===== src/rtl/alu_result_serializer.sv =====
// Purpose : buffers ALU results in a FIFO and sends each one to the UART TX as bytes, low byte first.
// Latency : a result written at edge N is popped at N+1, and its first TX_D_VLD pulse follows in the next cycle.
// Backpress: each byte waits for TX_BUSY to rise and then fall; a result that arrives while the FIFO is full is dropped and OVERFLOW pulses.
// Optional : define ALU_SER_FRAME_TAG_EN to send tag byte 8'hA5 before every result.
// Note     : RESULT_WIDTH must be 2*DATA_WIDTH. FIFO_DEPTH must be a power of two and at least 2.
module alu_result_serializer #(
  parameter int DATA_WIDTH   = 8,
  parameter int RESULT_WIDTH = 16,
  parameter int FIFO_DEPTH   = 4
) (
  input  logic                    CLK,
  input  logic                    RST,
  input  logic [RESULT_WIDTH-1:0] ALU_OUT,
  input  logic                    OUT_VALID,
  input  logic                    TX_BUSY,
  output logic [DATA_WIDTH-1:0]   TX_P_DATA,
  output logic                    TX_D_VLD,
  output logic                    FIFO_FULL,
  output logic                    FIFO_EMPTY,
  output logic                    OVERFLOW
);

  localparam int PTR_W = $clog2(FIFO_DEPTH);
  localparam int CNT_W = PTR_W + 1;
  localparam logic [CNT_W-1:0] DEPTH_C = CNT_W'(FIFO_DEPTH);
`ifdef ALU_SER_FRAME_TAG_EN
  localparam logic [DATA_WIDTH-1:0] TAG_BYTE = DATA_WIDTH'(8'hA5);
`endif

  typedef enum logic [3:0] {
    IDLE,
    SEND_LO,
    WAIT_LO_H,
    WAIT_LO_L,
    SEND_HI,
    WAIT_HI_H,
    WAIT_HI_L
`ifdef ALU_SER_FRAME_TAG_EN
    ,
    SEND_TAG,
    WAIT_TAG_H,
    WAIT_TAG_L
`endif
  } state_t;

  logic [RESULT_WIDTH-1:0] mem [FIFO_DEPTH];
  logic [PTR_W-1:0]        wr_ptr_q;
  logic [PTR_W-1:0]        rd_ptr_q;
  logic [CNT_W-1:0]        count_q;
  logic [RESULT_WIDTH-1:0] hold_q;
  logic [DATA_WIDTH-1:0]   last_q;
  logic                    ovf_q;
  state_t                  state_q;
  state_t                  state_d;
  logic                    pop;
  logic                    push;
  logic                    drop;

  // A pop is only taken from IDLE, so a new result never starts while the link is busy.
  assign pop  = (state_q == IDLE) && (count_q != '0) && !TX_BUSY;
  // A full FIFO still accepts a write when a pop frees a slot in the same cycle.
  assign push = OUT_VALID && ((count_q != DEPTH_C) || pop);
  assign drop = OUT_VALID && (count_q == DEPTH_C) && !pop;

  assign FIFO_FULL  = (count_q == DEPTH_C);
  assign FIFO_EMPTY = (count_q == '0);
  assign OVERFLOW   = ovf_q;

  // Result storage. It has no reset because the pointers and count decide which words are valid.
  always_ff @(posedge CLK) begin
    if (push) mem[wr_ptr_q] <= ALU_OUT;
  end

  // FIFO pointers and occupancy. The pointers wrap naturally because the depth is a power of two.
  always_ff @(posedge CLK or posedge RST) begin
    if (RST) begin
      wr_ptr_q <= '0;
      rd_ptr_q <= '0;
      count_q  <= '0;
    end else begin
      if (push) wr_ptr_q <= wr_ptr_q + PTR_W'(1);
      if (pop)  rd_ptr_q <= rd_ptr_q + PTR_W'(1);
      case ({push, pop})
        2'b10:   count_q <= count_q + CNT_W'(1);
        2'b01:   count_q <= count_q - CNT_W'(1);
        default: count_q <= count_q;
      endcase
    end
  end

  // Holding register for the result being sent; loaded with the head word on each pop.
  always_ff @(posedge CLK or posedge RST) begin
    if (RST) hold_q <= '0;
    else if (pop) hold_q <= mem[rd_ptr_q];
  end

  // FSM state, the last byte presented, and the one-cycle overflow flag.
  always_ff @(posedge CLK or posedge RST) begin
    if (RST) begin
      state_q <= IDLE;
      last_q  <= '0;
      ovf_q   <= 1'b0;
    end else begin
      state_q <= state_d;
      last_q  <= TX_P_DATA;
      ovf_q   <= drop;
    end
  end

  // Next state and byte outputs. TX_P_DATA keeps showing the last byte when no byte is being sent.
  always_comb begin
    state_d   = state_q;
    TX_P_DATA = last_q;
    TX_D_VLD  = 1'b0;
    case (state_q)
      IDLE: begin
`ifdef ALU_SER_FRAME_TAG_EN
        if (pop) state_d = SEND_TAG;
`else
        if (pop) state_d = SEND_LO;
`endif
      end
`ifdef ALU_SER_FRAME_TAG_EN
      SEND_TAG: begin
        TX_P_DATA = TAG_BYTE;
        TX_D_VLD  = 1'b1;
        state_d   = WAIT_TAG_H;
      end
      WAIT_TAG_H: if (TX_BUSY)  state_d = WAIT_TAG_L;
      WAIT_TAG_L: if (!TX_BUSY) state_d = SEND_LO;
`endif
      SEND_LO: begin
        TX_P_DATA = hold_q[DATA_WIDTH-1:0];
        TX_D_VLD  = 1'b1;
        state_d   = WAIT_LO_H;
      end
      WAIT_LO_H: if (TX_BUSY)  state_d = WAIT_LO_L;
      WAIT_LO_L: if (!TX_BUSY) state_d = SEND_HI;
      SEND_HI: begin
        TX_P_DATA = hold_q[RESULT_WIDTH-1:DATA_WIDTH];
        TX_D_VLD  = 1'b1;
        state_d   = WAIT_HI_H;
      end
      WAIT_HI_H: if (TX_BUSY)  state_d = WAIT_HI_L;
      WAIT_HI_L: if (!TX_BUSY) state_d = IDLE;
      default:   state_d = IDLE;
    endcase
  end

endmodule

===== config.mk =====
export PLATFORM = sky130hd
export DESIGN_NAME = alu_result_serializer
export DESIGN_NICKNAME = d
export VERILOG_FILES = /design/src/rtl/alu_result_serializer.sv
export SDC_FILE = /design/constraint.sdc
export NUM_CORES = 1
export LEC_CHECK = 0
export CORE_ASPECT_RATIO = 1.4
export CORE_MARGIN = 8
export CORE_UTILIZATION = 40
export DETAILED_ROUTE_END_ITERATION = 10
export PLACE_DENSITY_LB_ADDON = 0.12
export SKIP_CTS_REPAIR_TIMING = 1
export SLEW_MARGIN = 15
export SYNTH_ARGS = -nofsm -noshare
export SYNTH_HDL_FRONTEND = slang
export SYNTH_SLANG_ARGS = --single-unit

===== constraint.sdc =====
create_clock -name CLK -period 6.3 [get_ports CLK]
set_input_delay 0.63 -clock CLK [delete_from_list [all_inputs] [get_ports CLK]]
set_output_delay 0.63 -clock CLK [all_outputs]
set_load 0.02 [all_outputs]

==> impl_metrics.ini <==
[floorplan]
core.rowCount = 43
floorplan.initialDensity_pct = 41.1
vert_die_dim_um = 136
die-area_mm2 = 0.0138
chipWidth_um = 101
coreArea_mm2 = 0.00995
floorplan.io_pins = 32

[clocking]
clock_latency_ns = 0.34
cts_made_buffers = 9
htreeDepth = 3
cts-root-to-sink-buffers = 2
clock_tree_from_tritoncts = built
clock_transition_at_the_register_clock_pins_on_the_worst_setup_and_hold_paths_after_cts_ns = 0.07
clock_sink_count = 99
clock_tree.root_cell = clkbuf_16

[detailed_routing]
detailroute.via_count = 2045
drtPass1Iterations = 4
routed_wire_length_per_instance_um = 18.7
detailedRoute.firstIterationViolations = 68
remaining_drc_errors = 0
detail_route.vias_per_cell = 5.13
routed_wl_mm = 7.44
antenna_left = 0

[place]
hpwl_mm = 4.96
port_buffers = 31
gp_congestion = 0.749
numPlacedInstances = 383
placedInstanceArea_mm2 = 0.00449

[yosys]
ys.warnings.count = 0
post_synth_adder_cell_area_pct = 2.02
synth_commonest_cells = 64 x edfxtp_1, 35 x dfrtp_1, 16 x o221ai_1, 13 x inv_1, 10 x mux2_2
ys.flop_type = edfxtp_1
yosysMostFrequentCell = edfxtp_1
synth-simple-area-share_pct = 4.13
post_synth_main_area_contributors = edfxtp_1 47%, dfrtp_1 21%, mux4_2 5.0%, mux4_1 4.5%, o221ai_1 3.4%
syn-cell-area_mm2 = 0.00409
ys_ff_latch = 99
area_share_of_the_leading_cell_type_in_the_synthesized_netlist_pct = 47.0
syn-mean-instance-area_um2 = 17.9
synth_top_area_cell = edfxtp_1
synthMuxAreaShare_pct = 15.0
synth_edf_count = 64
dominant_combinational_cell_family_by_area_after_synthesis = multiplexers
yosysSeqAreaShare_pct = 68.4
synthesized_area_fraction_occupied_by_ao_oa_aoi_and_oai_cells_pct = 5.72
synth-async-reset-ratio_pct = 35.4
yosys.area_share.xor_xnor_pct = 1.50
unique_cell_type_count_in_the_yosys_netlist = 37
synth_nets = 255
postSynthCellCount = 229

[global_routing]
first_global_vias = 2211
global_route.usage.total_pct = 12.1
grt_max_degree = 36
global_route.overflow_total = 0
initial_antenna_violation_count = 0
global_route_wire_length_before_repair_mm = 12.4

[critical_path]
r2r_setup_slack_ns = 3.80
worst-setup-path-type = reg2out
timing.critical_path.slowest_stage_cell = dfrtp_1
critical_path.startpoint_type = flop
cp_data_arrival_time_ns = 2.47
path_cells = nand2b_1 -> o221ai_1 -> a21oi_1 -> clkdlybuf4s50_1
worst-path-max-fanout = 19
critical_path.endpoint_type = output pin
cp_slowest_stage_delay_ns = 0.71
required_ns = 5.67

[timing]
layout_min_cycle_time_ns = 3.10
timing_max_transition_violations_final = 0
final-hold-violation-count = 0
worst_clock_skew_ns = 0.00618
slew_headroom_pct = 30.2
fmax_mhz = 322
finalSetupTns_ns = 0
tightestPinTransition_ns = 1.05
finalCritPeriodShare_pct = 49.3
rsz0062_at_grt = no
final-setup-viol-count = 0

[worst_hold_path]
min-delay-path-class = reg2reg

[layout]
final_area_mm2 = 0.00480
final_layout_size_suffix_gt1_share_pct = 17.8
layout.cells.non_filler = 399
n_fill_cell = 850
area_growth_pct = 17.3
design.final.nets = 285
antenna_cells = 0

[pwr]
power.leakage_nw = 1.76
power_density_mw_per_mm2 = 496
report.power.total_mw = 2.38
vdd_drop_max_v = 0.000165

[status]
status = finished clean

[flow_run]
maxcap_violations = 0
==> path summary, 6_finish.rpt <==
check / from / to / depth (start not counted)
max in group asynchronous: RST / last_q[4] / 3
max: state_q[1] / TX_P_DATA[5] / 4
min in group asynchronous: RST / count_q[1] / 3
max reg2reg: state_q[0] / count_q[2] / 9
min reg2reg: hold_q[8] / hold_q[8] / 1
min: hold_q[8] / hold_q[8] / 1
==> logic make-up (layout without fill, tap and decap cells) <==
kind of cell / count (synthesis) / in the layout
flip-flops: 99 / 99
multiplexers: 34 / 34
AO/OA/AOI/OAI: 31 / 31
AND/OR/NAND/NOR: 26 / 26
buffers and inverters: 26 / 61
XOR/XNOR: 7 / 7
adder cells (fa/ha/maj): 6 / 6
==> final cells by class <==
type / count / area [um^2] / share of cell area, %
Multi-Input combinational cell: 104 / 1160 / 24.2
Timing Repair Buffer: 32 / 318 / 6.62
Clock inverter: 7 / 81.3 / 1.69
Inverter: 13 / 48.8 / 1.02
Tap cell: 135 / 169 / 3.52
Sequential cell: 99 / 2800 / 58.3
Clock buffer: 9 / 225 / 4.69
==> per-layer routing <==
metal	up-vias	track usage, %	wire length (um)
met5	-	0	0
met4	0	5.99	143
met3	11	3.14	315
met2	44	19.0	3750
met1	1035	15.2	3230
li1	955	-	-
==> placed cells by master (no fill, tap or decap), types with 2 or more instances in the layout <==
| cell | count |
|---|---|
| edfxtp_1 | 64 |
| dfrtp_1 | 35 |
| clkdlybuf4s50_1 | 31 |
| o221ai_1 | 16 |
| inv_1 | 13 |
| mux2_2 | 10 |
| mux4_2 | 9 |
| a21oi_1 | 9 |
| clkbuf_16 | 9 |
| nor2b_1 | 8 |
| mux2_4 | 7 |
| mux4_1 | 7 |
| xnor2_1 | 6 |
| ha_1 | 5 |
| and2_1 | 4 |
| inv_6 | 4 |
| nor2_1 | 3 |
| or3_1 | 2 |
| nand3_1 | 2 |
==> power breakdown <==
group / switching (mW) / internal (mW)
Clock: 0.244 / 0.314
Sequential: 0.189 / 0.896
Combinational: 0.338 / 0.400
==> registers in the layout, summed over array words and instances, names as in the netlist <==
name,cells
hold_q,16
last_q,8
OVERFLOW,1
count_q,3
wr_ptr_q,2
rd_ptr_q,2
mem,64
state_q,3
==> critical path, delay by kind of cell (launching register included) <==
| kind | cells | cell delay (ns) |
|---|---|---|
| buffers and inverters | 1 | 0.64 |
| flip-flops | 1 | 0.71 |
| AND/OR/NAND/NOR | 1 | 0.37 |
| AO/OA/AOI/OAI | 2 | 0.41 |
==> per-stage QoR <==
stage / util (%) / worst slack, ns / hold WS, ns
floorplan: - / 4.00 / 0.480
global placement: 45.2 / 3.32 / 0.497
finish: 48.2 / 3.20 / 0.512
detailed placement: 45.2 / 3.29 / 0.499
CTS: 48.2 / 3.16 / 0.516
global route: 48.2 / 2.99 / 0.531
Note: power is estimated with default switching activity, not from simulation.
